$ cat config.mk
export PLATFORM = sky130hd
export DESIGN_NAME = instr_fetch_flat
export DESIGN_NICKNAME = d
export VERILOG_FILES = /design/src/rtl/rv_fetch_pkg.sv /design/src/rtl/instr_fetch_if.sv /design/src/rtl/fetch_fifo.sv /design/src/rtl/instr_fetch.sv /design/src/flat_wrapper.sv
export SDC_FILE = /design/constraint.sdc
export NUM_CORES = 1
export LEC_CHECK = 0
export CORE_MARGIN = 10
export CORE_UTILIZATION = 57
export DETAILED_ROUTE_END_ITERATION = 7
export PLACE_DENSITY = 0.88
export SLEW_MARGIN = 10
export SYNTH_ARGS = -nofsm -noshare
export SYNTH_HDL_FRONTEND = slang
export SYNTH_HIERARCHICAL = 1
export SYNTH_SLANG_ARGS = --single-unit
$ cat constraint.sdc
create_clock -name clk -period 3.7 [get_ports clk]
set_input_delay 1.11 -clock clk [delete_from_list [all_inputs] [get_ports clk]]
set_output_delay 1.11 -clock clk [all_outputs]
set_load 0.05 [all_outputs]
$ cat src/rtl/rv_fetch_pkg.sv
// rv_fetch_pkg: shared FSM encoding, default widths and byte/word PC conversion
// for the instruction fetch stage.
package rv_fetch_pkg;
  typedef enum logic {IDLE = 1'b0, RUN = 1'b1} state_e;
  localparam int DEF_ADDR_W = 8;
  localparam int DEF_DATA_W = 32;
  localparam int PC_SHIFT = 2;
endpackage

$ cat src/rtl/instr_fetch_if.sv
// instr_fetch_if: control, instruction-memory, redirect and output handshake
// signals of the fetch stage; master = fetch side, slave = its environment.
interface instr_fetch_if
  import rv_fetch_pkg::*;
#(
  parameter int ADDR_W = DEF_ADDR_W,
  parameter int DATA_W = DEF_DATA_W
) ();
  logic              start;
  logic              halt;
  logic [ADDR_W-1:0] mem_addr;
  logic [DATA_W-1:0] mem_q;
  logic              out_valid;
  logic              out_ready;
  logic [DATA_W-1:0] out_instr;
  logic [31:0]       out_pc;
  logic              redirect_valid;
  logic [31:0]       redirect_pc;
  logic              busy;
  logic              done;
  logic              fault;
  modport master (
    input  start, halt, mem_q, out_ready, redirect_valid, redirect_pc,
    output mem_addr, out_valid, out_instr, out_pc, busy, done, fault
  );
  modport slave (
    output start, halt, mem_q, out_ready, redirect_valid, redirect_pc,
    input  mem_addr, out_valid, out_instr, out_pc, busy, done, fault
  );
endinterface

$ cat src/rtl/fetch_fifo.sv
// fetch_fifo: 2-entry FIFO of {instr, pc} words with push/pop/clear; clear wins.
module fetch_fifo #(
  parameter int W = 64
) (
  input  logic         clk,
  input  logic         rst,
  input  logic         push_i,
  input  logic         pop_i,
  input  logic         clr_i,
  input  logic [W-1:0] din_i,
  output logic [W-1:0] head_o,
  output logic [1:0]   count_o
);
  logic [W-1:0] mem_q [2];
  logic         rd_q, wr_q;
  logic [1:0]   count_q;
  logic         do_push, do_pop;
  assign do_pop  = pop_i && count_q != 2'd0;
  assign do_push = push_i && (count_q != 2'd2 || do_pop);
  assign head_o  = mem_q[rd_q];
  assign count_o = count_q;
  always_ff @(posedge clk or negedge rst) begin
    if (!rst) begin
      mem_q   <= '{default: '0};
      rd_q    <= 1'b0;
      wr_q    <= 1'b0;
      count_q <= 2'd0;
    end else if (clr_i) begin
      rd_q    <= 1'b0;
      wr_q    <= 1'b0;
      count_q <= 2'd0;
    end else begin
      if (do_push) mem_q[wr_q] <= din_i;
      wr_q    <= wr_q ^ do_push;
      rd_q    <= rd_q ^ do_pop;
      count_q <= count_q + 2'(do_push) - 2'(do_pop);
    end
  end
endmodule

$ cat src/rtl/instr_fetch.sv
// instr_fetch: owns the PC, reads instruction memory and hands {instr, pc} pairs out.
// Define INSTR_FETCH_MISALIGN_EN to trap misaligned redirects into a sticky fault.
module instr_fetch
  import rv_fetch_pkg::*;
#(
  parameter int ADDR_W   = DEF_ADDR_W,
  parameter int DATA_W   = DEF_DATA_W,
  parameter int RESET_PC = 0
) (
  input logic           clk,
  input logic           rst,
  instr_fetch_if.master bus
);
  state_e             state_q, state_d;
  logic [ADDR_W-1:0]  pc_q, pc_d, infl_pc_q;
  logic               infl_q, infl_ep_q, ep_q, done_q, done_d;
  logic               run, flush, issue, push, pop, bad, fault;
  logic [1:0]         count;
  logic [31:0]        infl_byte;
  logic [DATA_W+31:0] head;

`ifdef INSTR_FETCH_MISALIGN_EN
  logic fault_q;
  assign bad   = bus.redirect_valid && bus.redirect_pc[PC_SHIFT-1:0] != '0;
  assign fault = fault_q;
  always_ff @(posedge clk or negedge rst) begin
    if (!rst) fault_q <= 1'b0;
    else if (bad) fault_q <= 1'b1;
  end
`else
  assign bad   = 1'b0;
  assign fault = 1'b0;
`endif

  always_ff @(posedge clk or negedge rst) begin
    if (!rst) begin
      state_q <= IDLE;
      done_q  <= 1'b0;
    end else begin
      state_q <= state_d;
      done_q  <= done_d;
    end
  end

  always_comb
    state_d = (state_q == RUN) ? ((bus.halt || bad) ? IDLE : RUN)
                               : ((bus.start && !fault && !bad) ? RUN : IDLE);

  // Credit check keeps FIFO occupancy plus the in-flight read within 2 entries.
  always_comb begin
    run    = state_q == RUN;
    pop    = bus.out_valid && bus.out_ready;
    flush  = bus.redirect_valid || (run && bus.halt);
    issue  = run && !flush && (({1'b0, count} + {2'b0, infl_q}) < (3'd2 + {2'b0, pop}));
    push   = infl_q && (infl_ep_q == ep_q) && !flush;
    done_d = run && bus.halt && !bad;
  end

  always_comb
    pc_d = (bus.redirect_valid && !bad) ? bus.redirect_pc[ADDR_W+PC_SHIFT-1:PC_SHIFT]
         : issue ? pc_q + ADDR_W'(1) : pc_q;

  always_ff @(posedge clk or negedge rst) begin
    if (!rst) begin
      pc_q      <= ADDR_W'(RESET_PC);
      infl_q    <= 1'b0;
      infl_ep_q <= 1'b0;
      infl_pc_q <= '0;
      ep_q      <= 1'b0;
    end else begin
      pc_q      <= pc_d;
      infl_q    <= issue;
      infl_ep_q <= ep_q;
      infl_pc_q <= issue ? pc_q : infl_pc_q;
      ep_q      <= ep_q ^ flush;
    end
  end

  assign infl_byte = 32'(infl_pc_q) << PC_SHIFT;

  fetch_fifo #(.W(DATA_W + 32)) u_fifo (
    .clk     (clk),
    .rst     (rst),
    .push_i  (push),
    .pop_i   (pop),
    .clr_i   (flush),
    .din_i   ({bus.mem_q, infl_byte}),
    .head_o  (head),
    .count_o (count)
  );

  assign bus.mem_addr  = pc_q;
  assign bus.out_valid = count != 2'd0;
  assign bus.out_instr = head[DATA_W+31:32];
  assign bus.out_pc    = head[31:0];
  assign bus.busy      = run;
  assign bus.done      = done_q;
  assign bus.fault     = fault;
endmodule

$ cat src/flat_wrapper.sv
// flat-port wrapper written by rule: the top's interface ports become plain ports
module instr_fetch_flat import rv_fetch_pkg::*;
#(
  parameter int ADDR_W   = DEF_ADDR_W,
  parameter int DATA_W   = DEF_DATA_W,
  parameter int RESET_PC = 0
)
  (clk, rst, bus_start, bus_halt, bus_mem_q, bus_out_ready, bus_redirect_valid, bus_redirect_pc, bus_mem_addr, bus_out_valid, bus_out_instr, bus_out_pc, bus_busy, bus_done, bus_fault);
  instr_fetch_if #(.ADDR_W(ADDR_W), .DATA_W(DATA_W)) bus_i ();
  input logic clk;
  input logic rst;
  input wire logic [$bits(bus_i.start)-1:0] bus_start;
  input wire logic [$bits(bus_i.halt)-1:0] bus_halt;
  input wire logic [$bits(bus_i.mem_q)-1:0] bus_mem_q;
  input wire logic [$bits(bus_i.out_ready)-1:0] bus_out_ready;
  input wire logic [$bits(bus_i.redirect_valid)-1:0] bus_redirect_valid;
  input wire logic [$bits(bus_i.redirect_pc)-1:0] bus_redirect_pc;
  output wire logic [$bits(bus_i.mem_addr)-1:0] bus_mem_addr;
  output wire logic [$bits(bus_i.out_valid)-1:0] bus_out_valid;
  output wire logic [$bits(bus_i.out_instr)-1:0] bus_out_instr;
  output wire logic [$bits(bus_i.out_pc)-1:0] bus_out_pc;
  output wire logic [$bits(bus_i.busy)-1:0] bus_busy;
  output wire logic [$bits(bus_i.done)-1:0] bus_done;
  output wire logic [$bits(bus_i.fault)-1:0] bus_fault;
  assign bus_i.start = bus_start;
  assign bus_i.halt = bus_halt;
  assign bus_i.mem_q = bus_mem_q;
  assign bus_i.out_ready = bus_out_ready;
  assign bus_i.redirect_valid = bus_redirect_valid;
  assign bus_i.redirect_pc = bus_redirect_pc;
  assign bus_mem_addr = bus_i.mem_addr;
  assign bus_out_valid = bus_i.out_valid;
  assign bus_out_instr = bus_i.out_instr;
  assign bus_out_pc = bus_i.out_pc;
  assign bus_busy = bus_i.busy;
  assign bus_done = bus_i.done;
  assign bus_fault = bus_i.fault;
  instr_fetch #(.ADDR_W(ADDR_W), .DATA_W(DATA_W), .RESET_PC(RESET_PC)) u_core (.clk(clk), .rst(rst), .bus(bus_i));
endmodule
==> Flow_metrics.wiki <==
{| class="wikitable"
! Metric !! Value
|-
| Outcome || finished clean
|-
| Number of detailed-route iterations in the first pass || 4
|-
| Min-Delay Path Class || flip-flop to flip-flop
|-
| Slew margin rel. || 0.602
|-
| Avg Cell Area, Syn || between 15 and 20 um^2
|-
| Setup Crit Path Kind || flip-flop to output pin
|-
| Chip Height || between 100 and 150 um
|-
| Data arrival, critical path || 2440 ps
|-
| Leftover overflow at the end of global routing || 0
|-
| Final weighted congestion in routability-driven placement || roughly 0.9
|-
| Final core utilization || 0.765
|-
| Clk_skew || 7.55 ps
|-
| Count of fill cells added during filler insertion || around 770
|-
| Final antenna diode count || 0
|-
| Placement-stage cell area || ~8700 um^2
|-
| Startpoint type of the worst setup path || flip-flop
|-
| Root Buffer || clkbuf_16
|-
| Leakage || around 0.0044 uW
|-
| Number of sinks on the clock net || roughly 150
|-
| Worst IR drop on VDD || slightly below 0.4 mV
|-
| Cell area after synthesis || a little over 7000 um^2
|-
| Synth unique cells || 43
|-
| Clock transition at path regs || approximately 60 ps
|-
| Commonest cells after routing, fill and taps aside || dfrtp_1, mux2_2, clkdlybuf4s50_1
|-
| Final design area excluding fillers || 9270 um^2
|-
| Final hold violations || 0
|-
| Dominant combinational cell family by area after synthesis || multiplexers
|-
| Pwr dens || between 700 and 800 nW/um^2
|-
| Via density || ~5.3
|-
| Layout-stage area growth over the synthesis result || 30.3%
|-
| Required time of the critical path || 2590 ps
|-
| Internal Pwr Total || around 4200 uW
|-
| Final-layout worst hold slack || 449 ps
|-
| Leading cell types by total area after synthesis || dfrtp_1, mux2_2, mux2_4, buf_6, ha_1
|-
| Global-route wire length before repair || roughly 26 mm
|-
| Adder-cell share of the synthesized area || 0.00879
|-
| Post-CTS Repair Setup Buffers || 0
|-
| Aggregate global-route resource usage || 0.185
|-
| Logic gate share of total power || 0.433
|-
| Power share of the clock group || 0.230
|-
| Maximum count of clock buffers along a single path || 2
|-
| RSZ-0062 raised after global routing || no
|-
| Starting DRC count in detailed routing || 251
|-
| Number of antenna violations at the first check in global routing || 0
|-
| Count of unresolved DRC violations after routing || 0
|-
| CTS tree || yes
|-
| Least-Margin Pin Slew || slightly below 600 ps
|-
| Crit-path max FO || 29
|-
| Core Box Area || about 12,000 um^2
|-
| Kind of capture point of the worst setup path || output pin
|-
| Switching Share || 0.383
|-
| Post-CTS sizing || 0
|-
| Number of core rows || 40
|-
| Sequential cell fraction of total power || 0.337
|-
| Commonest non-fill, non-tap cell in the layout || dfrtp_1
|-
| Max cap viols || 0
|-
| Final period util || 0.961
|-
| H-Tree Level Count || 4
|-
| Initial Utilization || 0.587
|-
| Count of final setup violators || 0
|-
| Number of warnings printed during yosys synthesis || 6
|-
| Synth Instances || between 400 and 500
|-
| Total net switching power || around 2600 uW
|-
| Proportion of layout cells with a drive suffix above 1 || 0.375
|-
| Final Routed Wirelength || about 16 mm
|-
| Number of buffers created by CTS || 17
|-
| Maximum clock frequency || roughly 0.28 GHz
|-
| Sequential fraction of the synthesis area || 0.538
|-
| Remaining antenna violation count || 0
|-
| Top-area cell type share of the netlist area || 0.538
|-
| Delay of the slowest critical-path stage || 740 ps
|-
| Worst-skew pair later-pin latency || 420 ps
|-
| HPWL after detailed placement || 10.8 mm
|-
| Bufs and invs on worst path || 2
|-
| Die Span X || approximately 130 um
|-
| Port Buffer Count || between 100 and 150
|-
| Crit-path leading delay family || buffers and inverters
|-
| Total Die Area || around 17,000 um^2
|-
| Fin nets || a little over 700
|-
| Setup TNS || 0 ps
|-
| Maximum number of pins on one net before global-route repair || 68
|-
| Multiplexer share of the synthesized area || 0.352
|-
| Vias in the first global route || between 4,000 and 5,000
|-
| Ordered cell list for the critical path || buf_12, mux2_2, clkdlybuf4s50_1
|-
| Number of pins exceeding their max-slew limit in the final report || 0
|-
| Count of pins on the block boundary || roughly 150
|-
| XOR/XNOR Fraction of Synth Area || 0.00615
|-
| Simple-gate share of the synthesized area || 0.0457
|-
| Shortest clock period the worst path allows after layout || roughly 3600 ps
|-
| Number of buffers added to fix hold violations after cts || 0
|-
| Compound-Gate Fraction of Synth Area || 0.0200
|-
| Wirelength per Cell || 19.0 um
|-
| Via total after detailed routing || 4,355
|-
| Cell at the slowest stage of the critical path || clkdlybuf4s50_1
|-
| Cell type with the highest aggregate area in the netlist || dfrtp_1
|-
| Flops & latches, synth || 153
|}
cell usage after synthesis, drive strengths merged:
master,instances
clkbuf,7
buf,17
nand4,8
xor2,1
xnor2,4
mux2,199
a21oi,1
a221o,1
o2111ai,1
or4,3
ha,5
o21a,2
and3,1
nor2b,5
a211o,2
nand3b,1
and2b,1
nand2,12
mux2i,1
o211ai,3
conb,1
nor2,4
o311ai,1
nand3,6
and4,1
nor4bb,1
o21ai,8
or3b,1
nor3,2
dfrtp,153
or2,1
nand2b,1
and2,2
and4b,1
inv,8
nor4b,1
layout make-up:
type                            instances  area [um^2]  share of cell area
Clock buffer                           24          482              0.0520
Clock inverter                          4         45.0             0.00486
Inverter                                8         30.0             0.00324
Multi-Input combinational cell        330         3280               0.354
Sequential cell                       153         3830               0.413
Tap cell                              168          210              0.0227
Timing Repair Buffer                  134         1400               0.151
final timing paths:
check / endpoint / start / slack, ps / depth (start not counted)
setup / recovery: bus_out_pc[24] / u_core/u_fifo/rd_q / 150 / 3
hold / removal: u_core/infl_ep_q / u_core/ep_q / 450 / 0
setup reg to reg: u_core/u_fifo/mem_q[116] / u_core/u_fifo/count_o[1] / 1440 / 6
hold reg to reg: u_core/infl_ep_q / u_core/ep_q / 450 / 0
max in group asynchronous: u_core/u_fifo/mem_q[96] / rst / 2160 / 2
min in group asynchronous: u_core/u_fifo/mem_q[21] / rst / 670 / 1
metal layers:
layer / vias up / part of all wire / GRT usage
li1: 1981 / - / -
met1: 2224 / 0.41 / 0.213
met2: 128 / 0.52 / 0.323
met3: 22 / 0.053 / 0.0545
met4: 0 / 0.015 / 0.0630
met5: - / 0 / 0
kinds of logic (layout without fill, tap and decap cells):
| logic type | count (synthesis) | in the layout |
|---|---|---|
| AOI/OAI and AO/OA | 19 | 19 |
| xor gates and xnor gates | 5 | 5 |
| adders and majority gates | 5 | 5 |
| buffers and inverters | 32 | 170 |
| DFF | 153 | 153 |
| muxes | 200 | 200 |
| other | 1 | 49 |
| and+or+nand+nor | 52 | 52 |
sequential cells by signal, summed over array words and instances, names as in the netlist, 2 cells and up:
| name | flops |
|---|---|
| u_core/u_fifo/count_o | 2 |
| u_core/bus.mem_addr | 8 |
| u_core/u_fifo/mem_q | 128 |
| u_core/infl_pc_q | 8 |
stage by stage:
step	instances	power (uW)	setup slack (ps)
detailed placement	793	5310	322
global placement	793	5210	360
floorplan	515	4310	1030
CTS	821	6910	134
finish	821	6850	145
global route	821	7130	89.2
worst reg2reg max path, delay by kind of cell, from the launching register on:
kind / cells / cell delay (ps)
compound gates: 1 / 320
buf+inv: 2 / 360
flops: 1 / 450
mux: 1 / 370
simple gates: 2 / 640
power groups by stage:
stage	Sequential [uW]	Clock, uW	Combinational (uW)
after CTS	2310	1600	3000
after global routing	2360	1680	3090
after floorplan	2290	0	2020
final	2310	1570	2960
after global placement	2280	0	2930
after detailed placement	2330	0	2980
Note: power is estimated with default switching activity, not from simulation.
